**src/rtl/mem_rv_pkg.sv**
```systemverilog
// mem_rv_pkg: shared types and constants for the handshaked word memory.
// Holds the default word width, the op enum and the response record.
package mem_rv_pkg;

    localparam int DEFAULT_WORD_W        = 8;
    localparam int MEM_RV_MAX_RESP_DEPTH = 16;

    typedef enum logic {
        MEM_READ  = 1'b0,
        MEM_WRITE = 1'b1
    } mem_op_e;

    typedef struct packed {
        logic [DEFAULT_WORD_W-1:0] rdata;
        logic                      write;
        logic                      err;
    } mem_rsp_t;

endpackage

```
**src/rtl/mem_rv_if.sv**
```systemverilog
// mem_rv_if: valid/ready request and response channels of mem_rv_module.
// master = requester side, slave = memory side; req_wstrb only with MEM_RV_WSTRB_EN.
interface mem_rv_if
    import mem_rv_pkg::*;
#(
    parameter int ADDR_WIDTH = 5,
    parameter int DATA_WIDTH = DEFAULT_WORD_W
) ();

    logic                  req_valid;
    logic                  req_ready;
    logic                  req_write;
    logic [ADDR_WIDTH-1:0] req_addr;
    logic [DATA_WIDTH-1:0] req_wdata;
`ifdef MEM_RV_WSTRB_EN
    logic [DATA_WIDTH/8-1:0] req_wstrb;
`endif
    logic                  rsp_valid;
    logic                  rsp_ready;
    logic [DATA_WIDTH-1:0] rsp_rdata;
    logic                  rsp_write;
    logic                  rsp_err;

`ifdef MEM_RV_WSTRB_EN
    modport master (
        output req_valid, req_write, req_addr, req_wdata, req_wstrb, rsp_ready,
        input  req_ready, rsp_valid, rsp_rdata, rsp_write, rsp_err
    );
    modport slave (
        input  req_valid, req_write, req_addr, req_wdata, req_wstrb, rsp_ready,
        output req_ready, rsp_valid, rsp_rdata, rsp_write, rsp_err
    );
`else
    modport master (
        output req_valid, req_write, req_addr, req_wdata, rsp_ready,
        input  req_ready, rsp_valid, rsp_rdata, rsp_write, rsp_err
    );
    modport slave (
        input  req_valid, req_write, req_addr, req_wdata, rsp_ready,
        output req_ready, rsp_valid, rsp_rdata, rsp_write, rsp_err
    );
`endif

endinterface

```
**src/rtl/mem_rv_rsp_fifo.sv**
```systemverilog
// mem_rv_rsp_fifo: response FIFO, DEPTH entries of type T (default mem_rsp_t).
// Ports: clk, rst_n, i_push/i_data, i_pop, o_head, o_full, o_empty.
module mem_rv_rsp_fifo
    import mem_rv_pkg::*;
#(
    parameter type T     = mem_rsp_t,
    parameter int  DEPTH = 2
) (
    input  logic clk,
    input  logic rst_n,
    input  logic i_push,
    input  T     i_data,
    input  logic i_pop,
    output T     o_head,
    output logic o_full,
    output logic o_empty
);

    localparam int PW = (DEPTH > 1) ? $clog2(DEPTH) : 1;
    localparam int CW = $clog2(DEPTH + 1);

    T              r_mem [DEPTH];
    logic [PW-1:0] r_wptr;
    logic [PW-1:0] r_rptr;
    logic [CW-1:0] r_count;

    // Wrap explicitly so non-power-of-2 depths work.
    function automatic logic [PW-1:0] f_inc(input logic [PW-1:0] p);
        return (p == PW'(DEPTH - 1)) ? '0 : p + PW'(1);
    endfunction

    always_ff @(posedge clk) begin
        if (i_push) r_mem[r_wptr] <= i_data;
    end

    always_ff @(posedge clk or negedge rst_n) begin
        if (!rst_n) begin
            r_wptr  <= '0;
            r_rptr  <= '0;
            r_count <= '0;
        end else begin
            if (i_push) r_wptr <= f_inc(r_wptr);
            if (i_pop)  r_rptr <= f_inc(r_rptr);
            if (i_push && !i_pop)      r_count <= r_count + CW'(1);
            else if (!i_push && i_pop) r_count <= r_count - CW'(1);
        end
    end

    assign o_head  = r_mem[r_rptr];
    assign o_full  = (r_count == CW'(DEPTH));
    assign o_empty = (r_count == '0);

endmodule

```
**src/rtl/mem_rv_module.sv**
```systemverilog
// mem_rv_module: single-port word memory with valid/ready req/rsp channels.
// Ports: clk, rst_n (async low), bus (mem_rv_if.slave). MEM_RV_WSTRB_EN enables byte strobes.
module mem_rv_module
    import mem_rv_pkg::*;
#(
    parameter int ADDR_WIDTH = 5,
    parameter int DEPTH      = 2**ADDR_WIDTH,
    parameter int DATA_WIDTH = DEFAULT_WORD_W,
    parameter int RESP_DEPTH = 2
) (
    input  logic    clk,
    input  logic    rst_n,
    mem_rv_if.slave bus
);

    typedef struct packed {
        logic [DATA_WIDTH-1:0] rdata;
        logic                  write;
        logic                  err;
    } rsp_t;

    localparam int OW = $clog2(RESP_DEPTH + 1);

    if (DEPTH < 1 || DEPTH > 2**ADDR_WIDTH) begin : g_bad_depth
        $error("mem_rv_module: DEPTH out of range");
    end
    if (RESP_DEPTH < 2 || RESP_DEPTH > MEM_RV_MAX_RESP_DEPTH) begin : g_bad_rd
        $error("mem_rv_module: RESP_DEPTH out of range");
    end
`ifdef MEM_RV_WSTRB_EN
    if (DATA_WIDTH % 8 != 0) begin : g_bad_dw
        $error("mem_rv_module: DATA_WIDTH must be a multiple of 8");
    end
`endif

    logic [DATA_WIDTH-1:0] r_mem [DEPTH];
    logic [OW-1:0]         r_outst;

    mem_op_e               w_op;
    logic                  w_is_wr;
    logic                  w_in_range;
    logic                  w_req_fire;
    logic                  w_rsp_fire;
    logic                  w_full;
    logic                  w_empty;
    logic [DATA_WIDTH-1:0] w_old;
    logic [DATA_WIDTH-1:0] w_new;
    rsp_t                  w_push_data;
    rsp_t                  w_head;

    assign w_op       = mem_op_e'(bus.req_write);
    assign w_is_wr    = (w_op == MEM_WRITE);
    assign w_in_range = ({1'b0, bus.req_addr} < (ADDR_WIDTH + 1)'(DEPTH));

    // Ready comes only from the registered count: no path from rsp_ready.
    assign bus.req_ready = (r_outst < OW'(RESP_DEPTH));
    assign w_req_fire    = bus.req_valid & bus.req_ready & ~w_full;
    assign w_rsp_fire    = bus.rsp_valid & bus.rsp_ready;

    assign w_old = r_mem[bus.req_addr];

`ifdef MEM_RV_WSTRB_EN
    always_comb begin
        w_new = w_old;
        for (int b = 0; b < DATA_WIDTH / 8; b++) begin
            if (bus.req_wstrb[b]) w_new[b*8 +: 8] = bus.req_wdata[b*8 +: 8];
        end
    end
`else
    assign w_new = bus.req_wdata;
`endif

    // Array deliberately unreset: contents survive rst_n.
    always_ff @(posedge clk) begin
        if (w_req_fire && w_is_wr && w_in_range) r_mem[bus.req_addr] <= w_new;
    end

    always_comb begin
        w_push_data       = '0;
        w_push_data.write = w_is_wr;
        w_push_data.err   = ~w_in_range;
        if (!w_is_wr && w_in_range) w_push_data.rdata = w_old;
    end

    always_ff @(posedge clk or negedge rst_n) begin
        if (!rst_n) begin
            r_outst <= '0;
        end else if (w_req_fire && !w_rsp_fire) begin
            r_outst <= r_outst + OW'(1);
        end else if (!w_req_fire && w_rsp_fire) begin
            r_outst <= r_outst - OW'(1);
        end
    end

    mem_rv_rsp_fifo #(
        .T     (rsp_t),
        .DEPTH (RESP_DEPTH)
    ) u_rsp_fifo (
        .clk     (clk),
        .rst_n   (rst_n),
        .i_push  (w_req_fire),
        .i_data  (w_push_data),
        .i_pop   (w_rsp_fire),
        .o_head  (w_head),
        .o_full  (w_full),
        .o_empty (w_empty)
    );

    // Head fields are forced to 0 while nothing is queued.
    assign bus.rsp_valid = ~w_empty;
    assign bus.rsp_rdata = w_empty ? '0 : w_head.rdata;
    assign bus.rsp_write = ~w_empty & w_head.write;
    assign bus.rsp_err   = ~w_empty & w_head.err;

endmodule

```
**src/flat_wrapper.sv**
```systemverilog
// flat-port wrapper written by rule: the top's interface ports become plain ports
module mem_rv_module_flat import mem_rv_pkg::*;
#(
    parameter int ADDR_WIDTH = 5,
    parameter int DEPTH      = 2**ADDR_WIDTH,
    parameter int DATA_WIDTH = DEFAULT_WORD_W,
    parameter int RESP_DEPTH = 2
)
  (clk, rst_n, bus_req_valid, bus_req_write, bus_req_addr, bus_req_wdata, bus_rsp_ready, bus_req_ready, bus_rsp_valid, bus_rsp_rdata, bus_rsp_write, bus_rsp_err);
  mem_rv_if #(.ADDR_WIDTH(ADDR_WIDTH), .DATA_WIDTH(DATA_WIDTH)) bus_i ();
  input  logic clk;
  input  logic rst_n;
  input wire logic [$bits(bus_i.req_valid)-1:0] bus_req_valid;
  input wire logic [$bits(bus_i.req_write)-1:0] bus_req_write;
  input wire logic [$bits(bus_i.req_addr)-1:0] bus_req_addr;
  input wire logic [$bits(bus_i.req_wdata)-1:0] bus_req_wdata;
  input wire logic [$bits(bus_i.rsp_ready)-1:0] bus_rsp_ready;
  output wire logic [$bits(bus_i.req_ready)-1:0] bus_req_ready;
  output wire logic [$bits(bus_i.rsp_valid)-1:0] bus_rsp_valid;
  output wire logic [$bits(bus_i.rsp_rdata)-1:0] bus_rsp_rdata;
  output wire logic [$bits(bus_i.rsp_write)-1:0] bus_rsp_write;
  output wire logic [$bits(bus_i.rsp_err)-1:0] bus_rsp_err;
  assign bus_i.req_valid = bus_req_valid;
  assign bus_i.req_write = bus_req_write;
  assign bus_i.req_addr = bus_req_addr;
  assign bus_i.req_wdata = bus_req_wdata;
  assign bus_i.rsp_ready = bus_rsp_ready;
  assign bus_req_ready = bus_i.req_ready;
  assign bus_rsp_valid = bus_i.rsp_valid;
  assign bus_rsp_rdata = bus_i.rsp_rdata;
  assign bus_rsp_write = bus_i.rsp_write;
  assign bus_rsp_err = bus_i.rsp_err;
  mem_rv_module #(.ADDR_WIDTH(ADDR_WIDTH), .DEPTH(DEPTH), .DATA_WIDTH(DATA_WIDTH), .RESP_DEPTH(RESP_DEPTH)) u_core (.clk(clk), .rst_n(rst_n), .bus(bus_i));
endmodule
```
**config.mk**
```make
export PLATFORM = sky130hd
export DESIGN_NAME = mem_rv_module_flat
export DESIGN_NICKNAME = d
export VERILOG_FILES = /design/src/rtl/mem_rv_pkg.sv /design/src/rtl/mem_rv_if.sv /design/src/rtl/mem_rv_rsp_fifo.sv /design/src/rtl/mem_rv_module.sv /design/src/flat_wrapper.sv
export SDC_FILE = /design/constraint.sdc
export NUM_CORES = 1
export LEC_CHECK = 0
export ABC_AREA = 1
export ABC_CLOCK_PERIOD_IN_PS = 5670
export CAP_MARGIN = 5
export CORE_AREA = 2 2 176 178
export DETAILED_ROUTE_END_ITERATION = 10
export DIE_AREA = 0 0 178 180
export PLACE_DENSITY = 0.67
export REMOVE_ABC_BUFFERS = 1
export SLEW_MARGIN = 40
export SYNTH_ARGS = -nofsm -noshare
export SYNTH_HDL_FRONTEND = slang
export SYNTH_SLANG_ARGS = --single-unit
```
**constraint.sdc**
```tcl
create_clock -name clk -period 5.67 [get_ports clk]
set_input_delay 0.567 -clock clk [delete_from_list [all_inputs] [get_ports clk]]
set_output_delay 0.567 -clock clk [all_outputs]
set_load 0.02 [all_outputs]
```
### Word-level counts from Yosys, hierarchy flattened

Memory sizes are Yosys's and may differ from the RTL's.
Index checks and enable logic that the tools add are counted.

| storage, ports and cells | value |
|---|---|
| RAM bits | 274 |
| bits in latches | 0 |
| memories kept | 2 |
| input port bits | 18 |
| word-level logic and storage cells | 40 |
| ROM bits | 0 |
| bits in registers | 6 |

Memory list:

| memory | depth | bits a word | read ports | clocked after memory_dff | write ports | line | RTL |
|---|---|---|---|---|---|---|---|
| u_core.r_mem | 32 | 8 | 1 | 0 | 1 | mem_rv_module.sv:36 | `logic [DATA_WIDTH-1:0] r_mem [DEPTH];` |
| u_core.u_rsp_fifo.r_mem | 2 | 9 | 1 | 0 | 1 | mem_rv_rsp_fifo.sv:22 | `T r_mem [DEPTH];` |

| operators by class | value |
|---|---|
| mux-type cells | 12 |
| $lt $le $gt $ge | 1 |
| reductions and logical operators | 7 |
| bitwise gates (word level) | 7 |
| multipliers | 0 |
| equal/unequal tests | 1 |
| shift operators | 0 |
| divide/modulo/power cells | 0 |
| $add $sub $neg | 6 |

Operators with widths:

| operator | count |
|---|---|
| two-way mux 8 bit | 2 |
| two-way mux 2 bit | 4 |
| two-way mux 1 bit | 6 |
| adder 2 x 1 -> 2 bit (second input constant) | 2 |
| bitwise AND 1 bit | 4 |
| subtractor 2 x 1 -> 2 bit (second input constant) | 2 |
| logical AND 1 bit | 3 |
| adder 1 bit (second input constant) | 2 |
| == test 2 bit (second input constant) | 1 |
| logical NOT 1 bit | 2 |
| logical NOT 2 bit | 1 |
| < comparator 2 bit (second input constant) | 1 |
| inverter 1 bit | 2 |
| nonzero test 2 bit | 1 |
| bitwise AND 1 bit (second input constant) | 1 |

### Logic depth before layout (Yosys ltp)

Gate-level depths: netlist (run 1).

| depth | value |
|---|---|
| word-level depth | 7 |
| depth in mapped cells | 12 |
| depth with buffers taken out | 9 |

### Modules after synthesis

Synthesis (run 1) repeated with hierarchy kept, for this count alone.

| unflattened totals | value |
|---|---|
| cells, all modules | 1133 |
| area total of the unflattened synthesis | 12014.0 um^2 |

Modules (own cells, without submodules):

| module | area each (um^2) | cells each | instances | sequential area each (um^2) |
|---|---|---|---|---|
| mem_rv_module | 11049.3 | 1077 | 1 | 7737.4 |
| mem_rv_rsp_fifo | 964.7 | 56 | 1 | 700.7 |

### Least setup slack after synthesis (run 1)

Ideal clock, no wire load.

| timing | value |
|---|---|
| kind | input port to flip-flop |
| start | in bus_req_addr[3] |
| end | mem u_core.r_mem[10][0] (netlist bit) (enable) |
| path buffers | 1 |
| arrival | 1.688 ns |
| setup slack | 3.612 ns |
| stages | 5 |
| library setup time | 0.370 ns |
| required time | 5.300 ns |
| cell sequence | buf_4 inv_1 nor3_2 inv_1 nor2_1 |

RTL lines:

| what | line | RTL |
|---|---|---|
| start, declared | flat_wrapper.sv:15 | `input wire logic [$bits(bus_i.req_addr)-1:0] bus_req_addr;` |
| end, declared | mem_rv_module.sv:36 |  |

Straight into the memory's write port.

### Worst setup path in the final report (run 1)

| timing | value |
|---|---|
| start | in bus_req_addr[3] |
| end | mem u_core.r_mem[15][0] (netlist bit) (enable) |

Straight into the memory's write port.

==> results of run 1 <==
==> cells by family after synthesis <==
group	count (synthesis)
AO/OA/AOI/OAI	21
adder cells (fa/ha/maj)	1
XOR/XNOR	5
other	1
flip-flops	280
AND/OR/NAND/NOR	745
buffers and inverters	69
==> layer usage <==
| layer | vias up | part of all wire, % | GRT usage (%) |
|---|---|---|---|
| met1 | 3639 | 45 | 24.4 |
| li1 | 3692 | - | - |
| met3 | 56 | 7.5 | 2.56 |
| met4 | 0 | 2.8 | 5.25 |
| met2 | 274 | 45 | 26.1 |
| met5 | - | 0 | 0 |
==> final cells by class <==
type                       instances  area, um^2  area share (%)
clock buffer                      33         741            5.60
clock inverter                    21         125           0.946
inverter                          23        90.1           0.681
multi-input combinational        773        3080            23.3
sequential                       280        8380            63.3
tap                              396         495            3.75
timing repair buffer              36         320            2.42
==> synthesized netlist by cell type (all sizes together) <==
cell	n
nand2	670
buf	39
xor2	3
nor3	9
conb	1
o21ai	2
clkinv	3
edfxtp	274
ha	1
inv	20
dfrtp	6
a21oi	19
xnor2	2
nand3	10
clkbuf	7
nor2	56
==> registers in the layout (all words and copies together), names as in the netlist <==
name and flops:
u_core.r_mem 256, u_core.r_outst 2, u_core.u_rsp_fifo.r_count 2, u_core.u_rsp_fifo.r_mem 18, u_core.u_rsp_fifo.r_rptr 1, u_core.u_rsp_fifo.r_wptr 1
==> worst paths after layout <==
| path | startpoint | endpoint | slack (ns) |
|---|---|---|---|
| setup / recovery | bus_req_addr[3] | u_core.r_mem[15][0] | 2.83 |
| hold / removal | rst_n | u_core.r_outst[1] | 0.26 |
| setup reg to reg | u_core.u_rsp_fifo.r_count[1] | u_core.r_mem[9][6] | 3.14 |
| hold reg to reg | u_core.r_outst[0] | u_core.r_outst[0] | 0.48 |
| max in group asynchronous | rst_n | u_core.u_rsp_fifo.r_rptr | 5.18 |
| min in group clk | u_core.r_outst[0] | u_core.r_outst[0] | 0.48 |
==> power breakdown <==
group          internal [W]  switching (W)  leakage (nW)
sequential          0.00233      0.0000340          2.54
combinational      0.000181       0.000356          2.28
clock              0.000977       0.000764         0.423
total               0.00349        0.00115          5.24
==> cells in the final DEF (no fill, tap or decap), types with 8 or more instances in the layout <==
cell type and count:
a21oi_1 19, clkbuf_16 29, clkdlybuf4s50_1 22, clkinv_1 14, edfxtp_1 274, inv_1 18
nand2_1 670, nand3_1 8, nor2_1 49
==> stage by stage <==
stage                     utilization [%]  instances  power [W]  area [um^2]  hold slack [ns]
final                                43.8       1562    0.00465        13200            0.264
after global routing                 43.8       1562    0.00482        13200            0.263
after CTS                            43.8       1562    0.00468        13200            0.260
after detailed placement             40.9       1508    0.00295        12400            0.477
after global placement               40.9       1508    0.00294        12300            0.469
after floorplan                         -       1076    0.00270        11500            0.271
==> impl_metrics.json, run 1 <==
{
  "outcome": "finished, final reports clean",
  "wl_per_cell_um": 17.3,
  "required_ns": 5.84,
  "synth_largest_area_cell": "edfxtp_1",
  "synth_cell_types": 26,
  "die_area_mm2": 0.0320,
  "worstPathBufferInverterCount": 3,
  "setup_tns_ns": 0,
  "synth_mux_area_share_pct": 0,
  "n_antenna_cell": 0,
  "drc": 0,
  "synthTopCellsByArea": "edfxtp_1, nand2_1, nor2_1, dfrtp_1, buf_6",
  "powerDensity_mw_per_mm2": 351,
  "critPathMaxFanout": 9,
  "seq_area_frac_synth_pct": 70.8,
  "grt_pass1_wl_mm": 42.1,
  "timing.critical_path.max_delay_family": "simple AND/OR/NAND/NOR gates",
  "synth_top_area_share_pct": 69.5,
  "numCtsBuffers": 29,
  "p_leak_nw": 5.24,
  "fmax_mhz": 352,
  "critPathArrivalTime_ns": 3.01,
  "synth_xor_area_share_pct": 0.370,
  "path_cells": "clkdlybuf4s50_1 -> inv_1 -> nor3_2 -> inv_1 -> nor2_1",
  "grt_max_degree": 87,
  "ant_nets": 0,
  "core_area_mm2": 0.0302,
  "synthSimpleGateAreaFrac_pct": 24.5,
  "synth.cell_area_mm2": 0.0118,
  "port_buffers": 28,
  "synth-compound-area-share_pct": 0.888,
  "io_pins": 30,
  "drt_iter0_markers": 939,
  "place_hpwl_mm": 15.8,
  "rr_worst_depth": 7,
  "crit_type": "in -> reg",
  "fp.dieW_um": 178,
  "syn_inst": 1122,
  "vias_per_cell": 4.90,
  "worstSetupStartpointType": "primary input",
  "die_h_um": 180,
  "initial_utilization_pct": 39.2,
  "slowest_delay_ns": 0.69,
  "path_depth": 5,
  "maxCapViolCount": 0,
  "synth-seq-cells": 280,
  "routabilityCongestion": 0.818,
  "cts-resized-gates": 0,
  "skew_ns": 0.0237,
  "synth_fa_ha_area_share_pct": 0.106,
  "cp-end-kind": "flop",
  "area_growth_pct": 11.7,
  "htreeDepth": 1,
  "numClockSinks": 280,
  "slew_headroom_pct": 47.8,
  "cpMostUsedCell": "inv_1",
  "cp_slowest_cell": "clkdlybuf4s50_1",
  "layout-drive-gt1-share_pct": 6.26,
  "period_needed_ns": 2.84,
  "via_count": 7661,
  "clock_path_buffers": 3,
  "yosys_warnings": 0,
  "rsz0062_at_grt": "false",
  "setup_viol": 0,
  "fillers": 2812,
  "num-nets-final": 1162,
  "maxSlewViolCount": 0,
  "hold_class": "in -> async",
  "synth_top_family_by_area": "simple AND/OR/NAND/NOR gates",
  "syn_area_per_cell_um2": 10.6,
  "vdd_drop_max_uv": 178,
  "cts.clk_slew.worst_paths_ns": 0.06,
  "routed_wl_mm": 27.0,
  "overflow": 0,
  "antenna_found_initial": 0,
  "core.rowCount": 64,
  "setup_ws_ns": 2.83,
  "cts_tree": "yes",
  "dr.pass1.iters": 5,
  "worst_pin_slew_ns": 0.781,
  "ctsHoldBuffers": 0,
  "dpl_worst_slack_ns": 2.30,
  "hold_viol": 0,
  "fin_crit_sh_pct": 50.2,
  "cts_root_buf": "clkbuf_16",
  "worstSkewPairLatency_ns": 0.55,
  "grt_pass1_vias": 7554,
  "post_cts_buffers": 0,
  "track_usage_pct": 16.9
}
No activity file was read; power rests on OpenSTA's default activity.
==> run 2: changes to the inputs <==
--- a/config.mk
+++ b/config.mk
@@ -6,12 +6,12 @@
 export NUM_CORES = 1
 export LEC_CHECK = 0
 export ABC_AREA = 1
-export ABC_CLOCK_PERIOD_IN_PS = 5670
+export ABC_CLOCK_PERIOD_IN_PS = 2300
 export CAP_MARGIN = 5
 export CORE_AREA = 2 2 176 178
 export DETAILED_ROUTE_END_ITERATION = 10
 export DIE_AREA = 0 0 178 180
-export PLACE_DENSITY = 0.67
+export PLACE_DENSITY = 0.69
 export REMOVE_ABC_BUFFERS = 1
 export SLEW_MARGIN = 40
 export SYNTH_ARGS = -nofsm -noshare
==> constraint.sdc (replaced) <==
create_clock -name clk -period 2.3 [get_ports clk]
set_input_delay 0.23 -clock clk [delete_from_list [all_inputs] [get_ports clk]]
set_output_delay 0.23 -clock clk [all_outputs]
set_load 0.02 [all_outputs]
==> run 2 against run 1 <==
Effect of this change: register-to-register slack lost 2.8 ns; routed wire length is 1.8% higher; worst hold slack improved by 0.061 ns; critical path depth fell by 1; total power increased to 2.6 times the previous value; non-clock buffer count increased by 70; combinational power grew to 2.7 times the previous value; core utilization is 2.3 points higher; die area stayed put; first-iteration DRC count down 4.7%; clock-buffer cell count fell by 4; clock skew fell by 0.016 ns; critical endpoint is now bus_rsp_rdata[5].
==> impl_metrics.json, run 2 (same netlist as run 1, synthesis figures left out) <==
{
  "outcome": "finished, final reports clean",
  "num-nets-final": 1232,
  "crit_type": "reg -> out",
  "cts-resized-gates": 0,
  "via_count": 7912,
  "setup_viol": 0,
  "wl_per_cell_um": 16.8,
  "io_pins": 30,
  "htreeDepth": 1,
  "core.rowCount": 64,
  "critPathMaxFanout": 10,
  "required_ns": 2.07,
  "die_area_mm2": 0.0320,
  "cts.clk_slew.worst_paths_ns": 0.06,
  "top_register": "u_core.r_mem",
  "skew_ns": 0.00767,
  "ant_nets": 0,
  "overflow": 0,
  "hold_class": "in -> reg",
  "drt_iter0_markers": 895,
  "cts_root_buf": "clkbuf_16",
  "internal-power_w": 0.00914,
  "routabilityCongestion": 0.885,
  "place_hpwl_mm": 17.0,
  "cts_tree": "yes",
  "fmax_mhz": 456,
  "port_buffers": 28,
  "vias_per_cell": 4.85,
  "setup_tns_ns": 0,
  "routed_wl_mm": 27.4,
  "period_needed_ns": 2.19,
  "worstSetupStartpointType": "flop",
  "dr.pass1.iters": 5,
  "grt_max_degree": 95,
  "track_usage_pct": 17.1,
  "p_sw_w": 0.00287,
  "p_seq_share_pct": 48.3,
  "worstSkewPairLatency_ns": 0.54,
  "maxCapViolCount": 0,
  "initial_utilization_pct": 39.2,
  "final_common_cell": "nand2_1",
  "fp.dieW_um": 178,
  "rsz0062_at_grt": "false",
  "largest_registers": "u_core.r_mem (256), u_core.u_rsp_fifo.r_mem (18)",
  "placedCellCount": 1577,
  "numCtsBuffers": 29,
  "clock_path_buffers": 3,
  "fillers": 2739,
  "worstPathBufferInverterCount": 2,
  "fin_crit_sh_pct": 95.3,
  "drc": 0,
  "antenna_found_initial": 0,
  "numClockSinks": 280,
  "largest_reg_flops": 256,
  "p_leak_nw": 5.67,
  "p_sw_share_pct": 23.9,
  "hold_viol": 0,
  "powerDensity_mw_per_mm2": 862,
  "slowest_delay_ns": 0.63,
  "vdd_drop_max_uv": 544,
  "area_growth_pct": 17.7,
  "maxSlewViolCount": 0,
  "path_cells": "nor2_2 -> buf_4 -> a21oi_1 -> clkdlybuf4s50_1",
  "layout.cells.non_filler": 1631,
  "die_h_um": 180,
  "p_clk_share_pct": 39.7,
  "r2r_setup_slack_ns": 0.38,
  "layout-drive-gt1-share_pct": 11.3,
  "grt_pass1_vias": 7505,
  "cp-end-kind": "output port",
  "n_antenna_cell": 0,
  "core_area_mm2": 0.0302,
  "grt_pass1_wl_mm": 41.7,
  "critPathArrivalTime_ns": 1.96,
  "timing.critical_path.max_delay_family": "buffers and inverters",
  "final_cell_mix": "nand2_1, edfxtp_1, buf_4",
  "cp_slowest_cell": "clkdlybuf4s50_1",
  "comb_power_share_pct": 11.9
}
## run 2: final cells by class
cell class	instances	area [um^2]	share of cell area (%)
clock inverters	24	251	1.81
repair buffers	106	923	6.63
well taps	396	495	3.56
clock buffers	29	726	5.21
inverters	23	87.6	0.629
multi-input cells	773	3070	22.0
flip-flops and latches	280	8380	60.1
## run 2: layer usage
metal	vias up	GRT usage [%]	part of all wire, %
met1	3673	24.4	42
met3	48	3.45	9.6
li1	3841	-	-
met5	-	0	0
met2	350	26.9	46
met4	0	4.16	2.4
## run 2: worst reg2reg max path: cells and delay by family (launching register included)
kind	cells	cell delay, ns
buf+inv	3	0.39
simple gates	5	0.84
flops	1	0.38
## run 2: power groups by stage
stage               clock network [W]  registers [W]  logic (W)
floorplan                           0        0.00592   0.000724
finish                        0.00477        0.00581    0.00143
CTS                           0.00484        0.00581    0.00145
detailed placement                  0        0.00592    0.00144
global route                  0.00504        0.00582    0.00159
global placement                    0        0.00591    0.00142
## run 2: stage by stage
stage	total power (W)	setup slack (ns)	hold slack (ns)	util [%]	cell area, um^2
global route	0.0124	0.00659	0.325	46.1	13900
floorplan	0.00665	0.267	-0.0656	-	11500
CTS	0.0121	0.0866	0.322	46.1	13900
finish	0.0120	0.108	0.325	46.1	13900
detailed placement	0.00735	0.0872	0.480	42.9	12900
global placement	0.00734	0.0929	0.472	42.9	12900
## run 2: final timing paths
kind	end	from	cells after the start
max	bus_rsp_rdata[5]	u_core.u_rsp_fifo.r_count[0]	4
min reg2reg	u_core.r_outst[0]	u_core.r_outst[0]	1
max reg2reg	u_core.r_mem[28][3]	u_core.u_rsp_fifo.r_count[1]	8
min in group asynchronous	u_core.r_outst[1]	rst_n	2
min	u_core.u_rsp_fifo.r_rptr	bus_rsp_ready	3
max in group asynchronous	u_core.u_rsp_fifo.r_count[0]	rst_n	2
## run 2: timing repair
action                     CTS  global route
hold buffers                 1             0
setup buffers                0             0
setup endpoints to repair    0             0
hold endpoints to repair     6             0
==> run 3: changes to the inputs <==
--- a/config.mk
+++ b/config.mk
@@ -9,6 +9,7 @@
 export ABC_CLOCK_PERIOD_IN_PS = 2300
 export CAP_MARGIN = 5
 export CORE_AREA = 2 2 176 178
+export CTS_BUF_LIST = sky130_fd_sc_hd__clkbuf_4 sky130_fd_sc_hd__clkbuf_8
 export DETAILED_ROUTE_END_ITERATION = 10
 export DIE_AREA = 0 0 178 180
 export PLACE_DENSITY = 0.69
==> run 3 against run 2 <==
Effect of this change: fmax increased by 0.63%; global-route usage increased by 0.17 points; total power shrank 4.4%; register-to-register slack hardly changed; critical path depth unchanged; critical endpoint is now bus_rsp_rdata[4]; largest power group unchanged; highest routed layer unchanged.
==> impl_metrics.json, run 3 (same netlist as run 1, synthesis figures left out) <==
{
  "outcome": "finished, final reports clean",
  "powerDensity_mw_per_mm2": 828,
  "grt_pass1_vias": 7639,
  "core.rowCount": 64,
  "wl_per_cell_um": 16.6,
  "placedCellCount": 1577,
  "initial_utilization_pct": 39.2,
  "vdd_drop_max_uv": 364,
  "r2r_setup_slack_ns": 0.38,
  "track_usage_pct": 17.3,
  "fmax_mhz": 459,
  "p_leak_nw": 5.70,
  "hold_viol": 0,
  "slew_headroom_pct": 66.5,
  "via_count": 8012,
  "rr_startpoint": "u_core.u_rsp_fifo.r_count[1]",
  "routed_wl_mm": 27.6,
  "die_area_mm2": 0.0320,
  "hold_slack_ns": 0.335,
  "largest_reg_flops": 256,
  "layout.cells.non_filler": 1661,
  "io_pins": 30,
  "numClockSinks": 280,
  "port_buffers": 28,
  "setup_viol": 0,
  "skew_ns": 0.0172,
  "num-nets-final": 1248,
  "grt_pass1_wl_mm": 41.9,
  "multi_input_area_mm2": 0.00307,
  "worstSkewPairLatency_ns": 0.55,
  "drc": 0,
  "fp.dieW_um": 178,
  "largest_registers": "u_core.r_mem (256), u_core.u_rsp_fifo.r_mem (18)",
  "maxSlewViolCount": 0,
  "place_hpwl_mm": 17.0,
  "dr.pass1.iters": 6,
  "period_needed_ns": 2.18,
  "clock_path_buffers": 3,
  "critPathMaxFanout": 10,
  "htreeDepth": 2,
  "rsz0062_at_grt": "false",
  "core_area_mm2": 0.0302,
  "cts_root_buf": "clkbuf_8",
  "grt_max_degree": 95,
  "hold_path_end": "u_core.u_rsp_fifo.r_rptr",
  "register_area_mm2": 0.00838,
  "vias_per_cell": 4.82,
  "worst_pin_slew_ns": 0.503,
  "hold_class": "in -> reg",
  "layout-drive-gt1-share_pct": 13.2,
  "worstSetupStartpointType": "flop",
  "numCtsBuffers": 45,
  "cts_tree": "yes",
  "final_cell_mix": "nand2_1, edfxtp_1, buf_4",
  "final_cell_area_mm2": 0.0139,
  "routabilityCongestion": 0.885,
  "antenna_found_initial": 0,
  "required_ns": 2.07,
  "fin_crit_sh_pct": 94.7,
  "fillers": 2775,
  "drt_iter0_markers": 784,
  "top_register": "u_core.r_mem",
  "min_path_cells": 3,
  "ant_nets": 0,
  "cp-end-kind": "output port",
  "maxCapViolCount": 0,
  "die_h_um": 180,
  "setup_tns_ns": 0,
  "critPathArrivalTime_ns": 1.95,
  "r2r_end": "u_core.r_mem[12][2]",
  "overflow": 0,
  "dpl_cell_area_mm2": 0.0129,
  "total_power_w": 0.0115,
  "holdCritStartpoint": "bus_rsp_ready",
  "final_common_cell": "nand2_1",
  "n_antenna_cell": 0,
  "crit_type": "reg -> out",
  "area_growth_pct": 17.1,
  "cts.clk_slew.worst_paths_ns": 0.06,
  "rr_worst_depth": 8
}
run 3: changes by cell type in the layout (fill, tap and decap cells not counted), moves of 2 or more:
cell and change:
clkbuf_16 -29, clkbuf_4 +18, dlymetal6s2s_1 +2, clkinv_1 +2, clkbuf_8 +47, clkdlybuf4s50_1 -2, bufinv_16 -3
run 3: layout make-up:
| type | instances | area share, % |
|---|---|---|
| Clock buffer | 65 | 5.64 |
| Sequential cell | 280 | 60.4 |
| Multi-Input combinational cell | 773 | 22.1 |
| Tap cell | 396 | 3.57 |
| Clock inverter | 18 | 0.920 |
| Timing Repair Buffer | 106 | 6.69 |
| Inverter | 23 | 0.631 |
run 3: repair_timing:
item / in CTS / in global routing
resized for setup: 0 / 2
hold buffers: 1 / 0
endpoints found under the setup margin: 0 / 2
endpoints found under the hold margin: 6 / 0
setup buffers: 0 / 0
run 3: per-stage QoR:
stage | util, % | setup slack (ns)
after detailed placement | 42.9 | 0.0872
after floorplan | - | 0.267
final | 45.9 | 0.121
after global placement | 42.9 | 0.0929
after global routing | 45.9 | 0.00726
after CTS | 45.9 | 0.0761
run 3: how the worst max path moves through the flow:
stage                                       from             endpoint
CTS                 u_core.u_rsp_fifo.r_count[0]     bus_rsp_rdata[5]
global placement                   bus_req_valid  u_core.r_mem[24][1]
finish                  u_core.u_rsp_fifo.r_rptr     bus_rsp_rdata[4]
global route            u_core.u_rsp_fifo.r_rptr     bus_rsp_rdata[0]
detailed placement                 bus_req_valid  u_core.r_mem[12][3]
floorplan                        bus_req_addr[0]   u_core.r_mem[0][0]
run 3: worst max-delay path, cell delays in order, from the launching register on:
cell and delay [ns]:
dfrtp_1 0.37, clkinv_1 0.18, nand2_1 0.07, a21oi_1 0.16
clkdlybuf4s50_1 0.63
run 3: where the power goes:
part           leakage (nW)  internal, W  switching (W)  total, W
clock                 0.480      0.00241        0.00184   0.00425
sequential             2.54      0.00575      0.0000577   0.00581
combinational          2.69     0.000533       0.000894   0.00143
run 3: per-layer routing:
metal	vias up	GRT usage, %	part of all wire, %
li1	3871	-	-
met1	3722	24.1	42
met2	367	26.9	46
met3	52	4.04	10
met4	0	5.11	2.2
met5	-	0	0
